**src/rtl/serial_frame_pkg.sv**
```systemverilog
// Shared types and line levels for the serial frame receiver.
// Optional parity support is selected with SERIAL_FRAME_RX_PARITY_EN.
package serial_frame_pkg;

  typedef enum logic [1:0] {
    IDLE   = 2'd0,
    SHIFT  = 2'd1,
    PARITY = 2'd2
  } state_t;

  localparam logic START_LEVEL = 1'b1;
  localparam logic IDLE_LEVEL  = 1'b0;

endpackage

```
**src/rtl/serial_frame_hold.sv**
```systemverilog
// Single-entry valid/ready holding register with sticky overrun flag and parity tag.
// The tag is only meaningful when SERIAL_FRAME_RX_PARITY_EN is defined in the top.
module serial_frame_hold
  import serial_frame_pkg::*;
#(
  parameter int WIDTH = 4
) (
  input  logic             clk,
  input  logic             rst,
  input  logic             i_commit,
  input  logic [WIDTH-1:0] i_word,
  input  logic             i_perr,
  input  logic             i_ready,
  input  logic             i_ovr_clr,
  output logic [WIDTH-1:0] o_data,
  output logic             o_valid,
  output logic             o_perr,
  output logic             o_overrun
);

  logic [WIDTH-1:0] r_data;
  logic             r_valid;
  logic             r_perr;
  logic             r_overrun;
  logic             w_room;

  // A slot frees up on the same edge a pop happens, so a full buffer can still accept.
  assign w_room = !r_valid || i_ready;

  always_ff @(posedge clk) begin
    if (rst) begin
      r_data    <= '0;
      r_valid   <= 1'b0;
      r_perr    <= 1'b0;
      r_overrun <= 1'b0;
    end else begin
      if (i_commit && w_room) begin
        r_data  <= i_word;
        r_perr  <= i_perr;
        r_valid <= 1'b1;
      end else if (r_valid && i_ready) begin
        r_valid <= 1'b0;
      end

      if (i_commit && !w_room) begin
        r_overrun <= 1'b1;
      end else if (i_ovr_clr) begin
        r_overrun <= 1'b0;
      end
    end
  end

  assign o_data    = r_data;
  assign o_valid   = r_valid;
  assign o_perr    = r_perr;
  assign o_overrun = r_overrun;

endmodule

```
**src/rtl/serial_frame_rx.sv**
```systemverilog
// Serial-to-parallel frame receiver: start bit, WIDTH data bits, optional even parity.
// Define SERIAL_FRAME_RX_PARITY_EN to add the parity bit and the out_perr tag.
module serial_frame_rx
  import serial_frame_pkg::*;
#(
  parameter int WIDTH     = 4,
  parameter bit MSB_FIRST = 1'b1
) (
  input  logic             clk,
  input  logic             rst,
  input  logic             serial_in,
  output logic [WIDTH-1:0] out_data,
  output logic             out_valid,
  input  logic             out_ready,
  output logic             out_perr,
  output logic             busy,
  output logic             overrun,
  input  logic             overrun_clr
);

  localparam int             CW       = $clog2(WIDTH + 1);
  localparam logic [CW-1:0]  LAST_BIT = CW'(WIDTH - 1);

  state_t           r_state;
  logic [CW-1:0]    r_cnt;
  logic [WIDTH-1:0] r_shift;
  logic [WIDTH-1:0] w_shift_nxt;
  logic             w_commit;
  logic [WIDTH-1:0] w_word;
  logic             w_perr;

  generate
    if (MSB_FIRST) begin : g_msb
      assign w_shift_nxt = {r_shift[WIDTH-2:0], serial_in};
    end else begin : g_lsb
      assign w_shift_nxt = {serial_in, r_shift[WIDTH-1:1]};
    end
  endgenerate

`ifdef SERIAL_FRAME_RX_PARITY_EN
  // Word is complete in r_shift; the parity bit is on the line this cycle.
  assign w_commit = (r_state == PARITY);
  assign w_word   = r_shift;
  assign w_perr   = (^r_shift) ^ serial_in;
`else
  // Commit the last data bit straight from the line so latency stays at WIDTH edges.
  assign w_commit = (r_state == SHIFT) && (r_cnt == LAST_BIT);
  assign w_word   = w_shift_nxt;
  assign w_perr   = 1'b0;
`endif

  always_ff @(posedge clk) begin
    if (rst) begin
      r_state <= IDLE;
      r_cnt   <= '0;
      r_shift <= {WIDTH{IDLE_LEVEL}};
    end else begin
      case (r_state)
        IDLE: begin
          if (serial_in == START_LEVEL) begin
            r_state <= SHIFT;
            r_cnt   <= '0;
          end
        end
        SHIFT: begin
          r_shift <= w_shift_nxt;
          if (r_cnt == LAST_BIT) begin
`ifdef SERIAL_FRAME_RX_PARITY_EN
            r_cnt   <= r_cnt + CW'(1);
            r_state <= PARITY;
`else
            r_cnt   <= '0;
            r_state <= IDLE;
`endif
          end else begin
            r_cnt <= r_cnt + CW'(1);
          end
        end
        PARITY: begin
          r_cnt   <= '0;
          r_state <= IDLE;
        end
        default: begin
          r_cnt   <= '0;
          r_state <= IDLE;
        end
      endcase
    end
  end

  assign busy = (r_state == SHIFT) || (r_state == PARITY);

  serial_frame_hold #(
    .WIDTH(WIDTH)
  ) u_hold (
    .clk      (clk),
    .rst      (rst),
    .i_commit (w_commit),
    .i_word   (w_word),
    .i_perr   (w_perr),
    .i_ready  (out_ready),
    .i_ovr_clr(overrun_clr),
    .o_data   (out_data),
    .o_valid  (out_valid),
    .o_perr   (out_perr),
    .o_overrun(overrun)
  );

endmodule
```
**config.mk**
```make
export PLATFORM = sky130hd
export DESIGN_NAME = serial_frame_rx
export DESIGN_NICKNAME = d
export VERILOG_FILES = /design/src/rtl/serial_frame_pkg.sv /design/src/rtl/serial_frame_hold.sv /design/src/rtl/serial_frame_rx.sv
export SDC_FILE = /design/constraint.sdc
export NUM_CORES = 1
export LEC_CHECK = 0
export BUFFER_PORTS_ARGS = -buffer_cell sky130_fd_sc_hd__buf_2
export CAP_MARGIN = 15
export CORE_AREA = 2 2 39 41
export CTS_CLUSTER_SIZE = 14
export DETAILED_ROUTE_END_ITERATION = 7
export DIE_AREA = 0 0 41 43
export PLACE_DENSITY = 0.69
export SETUP_SLACK_MARGIN = 0.2
export SLEW_MARGIN = 5
export SYNTH_ARGS = -nofsm -noshare
export SYNTH_HDL_FRONTEND = slang
export SYNTH_HIERARCHICAL = 1
export SYNTH_SLANG_ARGS = --single-unit
```
**constraint.sdc**
```tcl
create_clock -name clk -period 2.8 [get_ports clk]
set_input_delay 0.42 -clock clk [delete_from_list [all_inputs] [get_ports clk]]
set_output_delay 0.42 -clock clk [all_outputs]
set_load 0.05 [all_outputs]
```
======== Word level (Yosys, flattened, before mapping) ========
Cells that the tools add are included.
storage, ports and cells
  output and inout port bits .............. 8
  bits in registers ....................... 14
  input port bits ......................... 5
  logic and storage cells ................. 34
cells by class
  equality and inequality tests ........... 5
  add/sub/neg operators ................... 1
  reduce and logical (&&, ||, !) cells .... 12
  mux-type cells .......................... 10
operators with widths
  kind                 number
  $mux 3               2
  $pmux 3 s2           1
  $logic_and 1x1->1    4
  $mux 1               4
  $mux 2               2
  $pmux 2 s2           1
  $reduce_bool 2->1    2
  $add 3x1->3 const B  1
  $eq 3x2->1 const B   1
  $eq 2x1->1 const B   1
  $eq 2x2->1 const B   1
  $logic_not 1->1      2
  $logic_not 2->1      1
  $logic_or 1x1->1     2
  $ne 2x1->1 const B   1
  $ne 2x2->1 const B   1
  $reduce_and 2->1     1

======== Logic depth before layout (Yosys ltp) ========
Gate-level depths: netlist of run 1.
  depth after elaboration ................. 5
  depth in mapped cells ................... 6
  mapped depth without buffers ............ 5

======== Hierarchy ========
Netlist of run 1, hierarchy kept.
modules (own cells, without submodules)
  module             cells each  sequential area each (µm²)  instances  area each (µm²)
  serial_frame_hold  31          140.1                       1          312.8
  serial_frame_rx    31          140.1                       1          294.0

======== Worst setup path after synthesis of run 1 ========
OpenSTA, ideal clock, no wires.
  path type ............................... register to register
  from .................................... register r_state[0]
  to ...................................... register u_hold.r_data[0] (netlist: u_hold/o_data[0])
  buffers on the path ..................... 2
  required time ........................... 2.728 ns
  arrival time ............................ 1.482 ns
  path slack .............................. 1.246 ns
  period minus slack after synthesis ...... 1.554 ns
  cell stages (with the launch flop) ...... 7
  setup time .............................. 0.072 ns
  path through ............................ dfxtp_1 > buf_6 > inv_2 > nor2_1 > nor2b_2 > buf_6 > mux2i_1
between the ends
  cells in the longest elaborated chain, start to end .. 3
ends and longest elaborated chain
  element                 RTL line                 text
  start, declared         serial_frame_rx.sv:24    state_t r_state;
  start signal, assigned  serial_frame_rx.sv:54    r_state <= IDLE;
  start signal, assigned  serial_frame_rx.sv:61    r_state <= SHIFT;
  start signal, assigned  serial_frame_rx.sv:73    r_state <= IDLE;
  $eq 2x1->1              serial_frame_rx.sv:47    assign w_commit = (r_state == SHIFT) && (r_cnt == LAST_BIT);
  $logic_and 1x1->1       serial_frame_rx.sv:47
  via w_commit            serial_frame_rx.sv:28    logic w_commit;
  $logic_and 1x1->1       serial_frame_hold.sv:37  if (i_commit && w_room) begin
  end signal, assigned    serial_frame_hold.sv:38  r_data <= i_word;
  end, declared           serial_frame_hold.sv:21  logic [WIDTH-1:0] r_data;
The timed path passes the listed nets, and every way through them passes these cells.
A chain may end at the register's enable or synchronous reset.

======== Worst setup path after layout of run 1 ========
  from .................................... register r_state[0]
  to ...................................... output port busy
between the ends
  cells in the longest elaborated chain, start to end .. 2
  elaborated cells between the ends (all ways) .. 3
  those cells by class .................... 2 x eq/ne; 1 x reduce/logical
ends and longest elaborated chain
  element                                   RTL line               text
  $eq 2x1->1 or $eq 2x2->1 (tied branches)  serial_frame_rx.sv:91  assign busy = (r_state == SHIFT) || (r_state == PARITY);
  $logic_or 1x1->1 (*)                      serial_frame_rx.sv:91
  end, declared                             serial_frame_rx.sv:16  output logic busy,
Every way passes the cells marked *; elsewhere a longest branch is shown, timed or not.

==> impl_metrics.toml, run 1 <==
[power]
p_seq_share_pct = 55.3
p_leak_nw = 0.287
switching_share_pct = 22.4
pwr-share-clk_pct = 37.8
vdd_ir_drop_max_v = 0.000227
p_int_mw = 0.293
power.total_mw = 0.377
power.density_nw_per_um2 = 542
pwr-share-comb_pct = 6.9
p_switching_mw = 0.0844

[placed_design]
post-place-cells = 87
dp_slack_ns = 1.27
hpwlAfterDp_um = 702
placed_area_um2 = 661
place_congestion = 0.729
portBuffers = 12

[grt]
grt_pass1_wl_um = 1770
grt_max_degree = 20
antenna_found_initial = 0
grt_use_total_pct = 15.1
grt_pass1_vias = 430
gr-total-overflow = 0

[cts]
holdBufCountCts = 0
clk_pin_slew_ns = 0.08
cts_buffer_depth = 2
cts_tree = "built"
root_buffer = "clkbuf_4"
h-tree-depth = 1
postCtsSetupBuffers = 0
clk_latency_ns = 0.27
cts_buffers = 3
post_cts_resized = 0
clkSinkCount = 14

[synthesis]
syn_area_um2 = 607
yosys_register_bits = 14
synth_most_common_cell = "dfxtp_1"
ys.flop_type = "dfxtp_1"
synth-edff-count = 0
synth_warnings = 6
synth_fp_nets = 68
synth_top_area_share_pct = 46.2
syn_avg_cell_area_um2 = 9.79
yosys-top-cells-area = "dfxtp_1 46%, mux2i_1 13%, nand2b_1 11%"
synth_cell_type_count = 19
yosys.area.top_type = "dfxtp_1"
ys_top_cells_by_count = "14 x dfxtp_1, 11 x nand2b_1, 9 x nor2_1"
seq_area_frac_synth_pct = 46.2
synth_cells = 62
ys_async_sr_fraction_pct = 0

[die]
start_util_pct = 43.9
fp-row-count = 14
die_h_um = 43
io_pins = 13
fp.dieW_um = 41
dieArea_um2 = 1760
core_um2 = 1380

[min_path]
hp-start = "out_ready"
min_to = "u_hold/o_valid"
hold_path.class = "primary input to register"
hold_depth = 4

[setup_path]
cp_slowest_cell = "dfxtp_1"
crit_path_start = "r_state[0]"
r2r_setup_slack_ns = 1.24
crit_chain = "buf_2"
rr_worst_depth = 5
worstPathRequired_ns = 2.38
reg2reg_to = "u_hold/o_data[3]"
regToRegStartpoint = "r_cnt[0]"
critPathCaptureType = "output port"
path_buf_inv = 1
crit_type = "register to output port"
max_stage_delay_ns = 0.60
startpoint_type = "register"
crit_fanout = 11
path_delay_family = "flip-flops"
worstPathArrival_ns = 1.22

[run_status]
outcome = "completed"

[layout]
synthToLayoutAreaGrowth_pct = 14.8
nets = 82
drive_gt1_share_pct = 28.0
fill_cells = 133
diodes = 0
fin_area_um2 = 697
instances_no_fill = 91

[route]
met2WireLength_um = 490
via_per_inst = 4.70
top_layer = "met3"
firstDrtPassIters = 2
drt_iter0_drc = 13
detail-route-antenna-nets = 0
route.detailed.drc = 0
wire_per_inst_um = 11.1
totalWireLength_um = 1010
wl_met3_um = 47
wl_met1_um = 469
vias = 428

[timing]
rsz0062_at_grt = "no"
setup_viol_count_final = 0
skew_ns = 0.000413
slew_viol_final = 0
tns_ns = 0
post-route-period-util_pct = 58.7
setup_ws_ns = 1.16
fin_crit_ns = 1.64
finalHoldViolations = 0
max_freq_mhz = 608

[job]
cap_violations = 0
[power by group through the flow]
stage / Clock (mW) / Combinational (mW) / Sequential [mW]
2_1_floorplan: 0 / 0.0182 / 0.214
3_3_place_gp: 0 / 0.0257 / 0.213
3_5_place_dp: 0 / 0.0259 / 0.214
4_1_cts: 0.149 / 0.0262 / 0.209
5_1_grt: 0.160 / 0.0290 / 0.210
6_report: 0.143 / 0.0259 / 0.209
[cells by family after synthesis]
kind of cell / after synthesis / synth area share, %
AOI/OAI and AO/OA: 4 / 3.71
adders and majority gates: 1 / 2.06
muxes: 8 / 13.2
DFF: 14 / 46.2
and+or+nand+nor: 28 / 28.0
other: 1 / 0.618
buffers and inverters: 6 / 6.18
[how the worst max path moves through the flow]
stage | to | cells past startpoint
after floorplan | u_hold/o_data[0] | 6
after global placement | u_hold/o_data[3] | 4
after detailed placement | u_hold/o_data[3] | 4
after CTS | busy | 1
after global routing | busy | 1
final | busy | 1
[routing by layer]
layer / vias to the layer above / global-route usage (%)
met5: - / 0
met3: 0 / 4.71
li1: 224 / -
met2: 7 / 22.5
met1: 197 / 17.6
met4: 0 / 10.0
[cells in the final DEF, fill, tap and decap left out, drive strengths merged]
master  Yosys  routed
dfxtp      14      14
buf         2      12
nand2b     11      11
nor2       10      10
mux2i       8       8
clkbuf      1       4
inv         3       3
nor3b       3       3
nor2b       3       3
a21oi       2       2
a31oi       2       2
nor3        1       1
ha          1       1
conb        1       1
[sequential cells by signal, summed over array words and instances, names as in the netlist]
name and count:
u_hold/o_data 4, r_cnt 3, r_shift 3, r_state 1
u_hold/o_overrun 1, u_hold/o_perr 1, u_hold/o_valid 1
[stage by stage]
| stage | hold WS (ns) | util, % |
|---|---|---|
| CTS | 0.441 | 50.4 |
| global route | 0.442 | 50.4 |
| floorplan | 0.451 | - |
| finish | 0.446 | 50.4 |
| global placement | 0.467 | 47.7 |
| detailed placement | 0.465 | 47.7 |
[layout make-up]
type	count	area, um^2	share of cell area [%]
multi-input cells	42	289	41.5
well taps	16	20.0	2.87
repair buffers	12	60.1	8.62
inverters	3	11.3	1.62
clock buffers	4	36.3	5.21
flip-flops and latches	14	280	40.2
Power figures use the tool's default switching activity.
==> run 2, diff against run 1 <==
--- a/config.mk
+++ b/config.mk
@@ -5,13 +5,14 @@
 export SDC_FILE = /design/constraint.sdc
 export NUM_CORES = 1
 export LEC_CHECK = 0
+export ABC_AREA = 1
 export BUFFER_PORTS_ARGS = -buffer_cell sky130_fd_sc_hd__buf_2
 export CAP_MARGIN = 15
-export CORE_AREA = 2 2 39 41
+export CORE_MARGIN = 2
+export CORE_UTILIZATION = 45
 export CTS_CLUSTER_SIZE = 14
 export DETAILED_ROUTE_END_ITERATION = 7
-export DIE_AREA = 0 0 41 43
-export PLACE_DENSITY = 0.69
+export PLACE_DENSITY = 0.71
 export SETUP_SLACK_MARGIN = 0.2
 export SLEW_MARGIN = 5
 export SYNTH_ARGS = -nofsm -noshare
==> constraint.sdc (replaced) <==
create_clock -name clk -period 1.5 [get_ports clk]
set_input_delay 0.225 -clock clk [delete_from_list [all_inputs] [get_ports clk]]
set_output_delay 0.225 -clock clk [all_outputs]
set_load 0.05 [all_outputs]
==> impl_metrics.toml, run 2 <==
[run_status]
outcome = "completed"

[die]
start_util_pct = 47.3
io_pins = 13
die_h_um = 40.5
fp.dieW_um = 40.5
fp-row-count = 13
core_um2 = 1270
dieArea_um2 = 1640

[cts]
postCtsSetupBuffers = 0
root_buffer = "clkbuf_4"
cts_tree = "built"
h-tree-depth = 1
cts_buffers = 3
holdBufCountCts = 0
clkSinkCount = 14
post_cts_resized = 0
clk_pin_slew_ns = 0.08
clk_latency_ns = 0.28
cts_buffer_depth = 2

[placed_design]
placed_area_um2 = 668
portBuffers = 12
post-place-cells = 109
hpwlAfterDp_um = 739
place_congestion = 0.795

[job]
cap_violations = 0

[setup_path]
cp-endpoint = "u_hold/o_data[2]"
crit_path_start = "r_cnt[0]"
worstPathRequired_ns = 1.68
worst-path-stages = 7
rr_worst_depth = 7
startpoint_type = "register"
reg2reg_to = "u_hold/o_data[2]"
cp_slowest_cell = "dfxtp_1"
path_delay_family = "simple AND/OR/NAND/NOR gates"
crit_fanout = 13
worstPathArrival_ns = 1.38
r2r_setup_slack_ns = 0.30
path_buf_inv = 1
regToRegStartpoint = "r_cnt[0]"
crit_type = "register to register"
critPathCaptureType = "register"
max_stage_delay_ns = 0.36
crit_chain = "ha_1 -> nand2_1 -> nor2_1 -> buf_4 -> nand3_1 -> nand2_1 -> nor2_1"

[synthesis]
synth_fp_nets = 89
synth-edff-count = 0
synth_top_area_share_pct = 46.7
yosys-top-cells-area = "dfxtp_1 47%, nor2_1 10%, nand2_1 8.8%"
synth_cell_type_count = 14
synth_warnings = 6
ys_async_sr_fraction_pct = 0
synth_cells = 83
yosys_register_bits = 14
synth_most_common_cell = "nor2_1"
seq_area_frac_synth_pct = 46.7
syn_avg_cell_area_um2 = 7.24
syn_area_um2 = 601
yosys.area.top_type = "dfxtp_1"
ys.flop_type = "dfxtp_1"
ys_top_cells_by_count = "16 x nor2_1, 14 x dfxtp_1, 14 x nand2_1"

[layout]
final_common_cell = "nor2_1"
synthToLayoutAreaGrowth_pct = 15.6
drive_gt1_share_pct = 23.5
layout_common_cells = "16 x nor2_1, 14 x nand2_1, 13 x dfxtp_1"
fin_area_um2 = 694
largest_reg_flops = 4
instances_no_fill = 113
diodes = 0
nets = 105

[timing]
finalHoldViolations = 0
skew_ns = 0.00582
tns_ns = 0
holdWs_ns = 0.167
post-route-period-util_pct = 80.1
fin_crit_ns = 1.20
setup_viol_count_final = 0
max_freq_mhz = 832
rsz0062_at_grt = "no"
slew_viol_final = 0

[min_path]
hold_path.class = "primary input to register"
hp-start = "rst"
hold_depth = 2

[grt]
grt_max_degree = 14
grt_pass1_vias = 371
antenna_found_initial = 0
grt_pass1_wl_um = 1480
gr-total-overflow = 0
grt_use_total_pct = 14.1

[power]
p_leak_nw = 0.339
power.density_nw_per_um2 = 977
power.total_mw = 0.679
vdd_ir_drop_max_v = 0.000645

[route]
totalWireLength_um = 1010
firstDrtPassIters = 2
drt_iter0_drc = 6
via_per_inst = 4.69
detail-route-antenna-nets = 0
wire_per_inst_um = 8.89
route.detailed.drc = 0
vias = 530
-- run 2: changes by cell type in the layout (fill, tap and decap cells not counted), sizes merged, moves of 8 or more --
cell    before  now
a21oi        2   10
inv          3   14
mux2i        8    0
nand2        0   16
nand2b      11    0
-- run 2: kinds of logic (layout without fill, tap and decap cells) --
kind of cell / Yosys count / in the layout / synth area share, %
compound gates: 13 / 13 / 11.5
simple gates: 38 / 38 / 26.7
buf+inv: 16 / 31 / 12.5
flops: 14 / 14 / 46.7
fa+ha+maj: 1 / 1 / 2.08
other cells: 1 / 1 / 0.624
-- run 2: routing by layer --
layer | GRT usage (%) | part of all wire, % | vias to the layer above
li1 | - | - | 286
met1 | 18.5 | 49 | 233
met2 | 18.7 | 46 | 9
met3 | 5.00 | 4.3 | 2
met4 | 10.0 | 0.50 | 0
met5 | 0 | 0 | -
-- run 2: final cells by class --
class,count,area (um^2)
Clock buffer,4,26.3
Fill cell,139,574
Inverter,14,52.6
Multi-Input combinational cell,53,245
Sequential cell,14,284
Tap cell,15,18.8
Timing Repair Buffer,13,67.6
-- run 2: per-stage QoR --
stage                     worst slack [ns]  utilization, %
final                                0.299            54.7
after global routing                 0.203            54.7
after CTS                            0.290            54.7
after detailed placement             0.300            52.7
after global placement               0.341            52.7
after floorplan                      0.263               -
-- run 2: how the worst min path moves through the flow --
stage               slack (ns)                to
floorplan                 0.29  u_hold/o_overrun
global placement          0.43          r_cnt[2]
detailed placement        0.43          r_cnt[2]
CTS                       0.16  u_hold/o_overrun
global route              0.16  u_hold/o_overrun
finish                    0.17  u_hold/o_overrun
-- run 2: power breakdown --
part           internal, mW  leakage (nW)  switching (mW)
clock                 0.103        0.0150           0.117
sequential            0.384         0.115          0.0109
combinational        0.0222         0.210          0.0420
total                 0.509         0.339           0.169
==> run 3, diff against run 2 <==
--- a/config.mk
+++ b/config.mk
@@ -8,11 +8,11 @@
 export ABC_AREA = 1
 export BUFFER_PORTS_ARGS = -buffer_cell sky130_fd_sc_hd__buf_2
 export CAP_MARGIN = 15
-export CORE_MARGIN = 2
-export CORE_UTILIZATION = 45
+export CORE_AREA = 2 2 39 41
 export CTS_CLUSTER_SIZE = 14
 export DETAILED_ROUTE_END_ITERATION = 7
-export PLACE_DENSITY = 0.71
+export DIE_AREA = 0 0 41 43
+export PLACE_DENSITY = 0.68
 export SETUP_SLACK_MARGIN = 0.2
 export SLEW_MARGIN = 5
 export SYNTH_ARGS = -nofsm -noshare
==> constraint.sdc (replaced) <==
create_clock -name clk -period 1.2 [get_ports clk]
set_input_delay 0.18 -clock clk [delete_from_list [all_inputs] [get_ports clk]]
set_output_delay 0.18 -clock clk [all_outputs]
set_load 0.05 [all_outputs]
==> impl_metrics.toml, run 3 (synthesized netlist as in run 2, its figures left out) <==
[timing]
post-route-period-util_pct = 90.5
fin_crit_ns = 1.09
finalHoldViolations = 0
setup_viol_count_final = 0
setup_ws_ns = 0.114
max_freq_mhz = 920
slew_viol_final = 0
skew_ns = 0.00234
tns_ns = 0
holdWs_ns = 0.0946
rsz0062_at_grt = "yes"

[power]
p_int_mw = 0.711
vdd_ir_drop_max_v = 0.000782
p_leak_nw = 0.387
pwr-share-clk_pct = 36.4
power.density_nw_per_um2 = 1090
p_seq_share_pct = 52.3
pwr-share-comb_pct = 11.4
switching_share_pct = 25.2
p_switching_mw = 0.239

[die]
io_pins = 13
dieArea_um2 = 1760
core_um2 = 1380
die_h_um = 43
start_util_pct = 43.4
fp.dieW_um = 41
fp-row-count = 14

[grt]
grt_pass1_wl_um = 1900
grt_max_degree = 14
grt_pass1_vias = 481
antenna_found_initial = 0
grt_use_total_pct = 16.0
gr-total-overflow = 0

[min_path]
min_to = "u_hold/o_overrun"
hold_path.class = "primary input to register"
hold_depth = 2
hp-start = "rst"

[route]
totalWireLength_um = 1180
vias = 544
detail-route-antenna-nets = 0
firstDrtPassIters = 4
via_per_inst = 4.57
route.detailed.drc = 0
drt_iter0_drc = 9
wire_per_inst_um = 9.88

[placed_design]
portBuffers = 12
hpwlAfterDp_um = 780
place_congestion = 0.744
post-place-cells = 110
dp_slack_ns = 0.0164
placed_area_um2 = 723

[layout]
nets = 110
final_common_cell = "nor2_1"
drive_gt1_share_pct = 43.7
layout_common_cells = "14 x nor2_1, 13 x nand2_1, 12 x inv_1"
instances_no_fill = 119
fin_area_um2 = 868
synthToLayoutAreaGrowth_pct = 44.6
largest_reg_flops = 4
diodes = 0
fill_cells = 123

[cts]
cts_buffers = 3
clk_pin_slew_ns = 0.09
cts_buffer_depth = 2
cts_tree = "built"
clkSinkCount = 14
clk_latency_ns = 0.28
root_buffer = "clkbuf_4"
h-tree-depth = 1

[setup_path]
reg2reg_to = "u_hold/o_perr"
max_stage_delay_ns = 0.36
r2r_setup_slack_ns = 0.11
cp_slowest_cell = "dfxtp_2"
regToRegStartpoint = "r_cnt[1]"
critPathCaptureType = "register"
path_delay_family = "flip-flops"
startpoint_type = "register"
crit_fanout = 13
rr_worst_depth = 7
path_buf_inv = 1
crit_chain = "ha_4 -> nand2_4 -> nor2_4 -> buf_12 -> nand3_1 -> nand2_1 -> nor2_1"
worstPathRequired_ns = 1.39
crit_type = "register to register"
worstPathArrival_ns = 1.28

[job]
cap_violations = 0

[run_status]
outcome = "completed"
-- run 3: cell count changes in the layout (fill, tap and decap cells not counted), moves of 2 or more --
cell and change:
nor2_1 -2, dfxtp_1 -8, nand3_2 +4, buf_2 -8, buf_6 +6, nand3_1 -4
buf_4 +5, dfxtp_2 +8
-- run 3: routing by layer --
layer	wire, um	up-vias	track usage, %
li1	-	293	-
met1	554	239	20.5
met2	555	10	22.5
met3	49	2	4.71
met4	17	0	10.0
met5	0	-	0
-- run 3: worst max path at each step --
stage | from | to | slack (ns) | depth (start not counted)
floorplan | r_cnt[1] | u_hold/o_overrun | 0.14 | 6
global placement | r_cnt[0] | u_hold/o_perr | 0.05 | 6
detailed placement | r_cnt[0] | u_hold/o_perr | 0.02 | 6
CTS | r_cnt[1] | u_hold/o_perr | 0.11 | 7
global route | r_cnt[1] | u_hold/o_perr | 0.04 | 7
finish | r_cnt[1] | u_hold/o_perr | 0.11 | 7
-- run 3: worst reg2reg max path, stage by stage, from the launching register on --
cell and delay (ns):
dfxtp_2 0.36, ha_4 0.15, nand2_4 0.06, nor2_4 0.10, buf_12 0.14, nand3_1 0.08
nand2_1 0.07, nor2_1 0.04
-- run 3: power groups by stage --
stage / Sequential [mW] / Combinational, mW / Clock, mW
2_1_floorplan: 0.518 / 0.0525 / 0
3_5_place_dp: 0.509 / 0.0863 / 0
4_1_cts: 0.496 / 0.107 / 0.356
3_3_place_gp: 0.508 / 0.0858 / 0
5_1_grt: 0.498 / 0.120 / 0.380
6_report: 0.496 / 0.108 / 0.345
-- run 3: layout make-up --
type	count	area (um^2)	share of cell area [%]
Sequential cell	14	294	33.9
Multi-Input combinational cell	53	295	34.0
Clock buffer	4	36.3	4.18
Tap cell	16	20.0	2.31
Inverter	14	55.1	6.34
Timing Repair Buffer	18	168	19.3
-- run 3: metrics by stage --
stage	utilization, %	total power [mW]
global placement	52.3	0.594
finish	62.7	0.949
detailed placement	52.3	0.596
CTS	60.8	0.959
floorplan	-	0.570
global route	62.7	0.998
-- run 3: repair_timing --
| item | in CTS | in global routing |
|---|---|---|
| endpoints found under the setup margin | 16 | 17 |
| resized for setup | 13 | 9 |
| hold buffers | 0 | 0 |
| setup buffers | 4 | 1 |
| pin swaps | 1 | 0 |
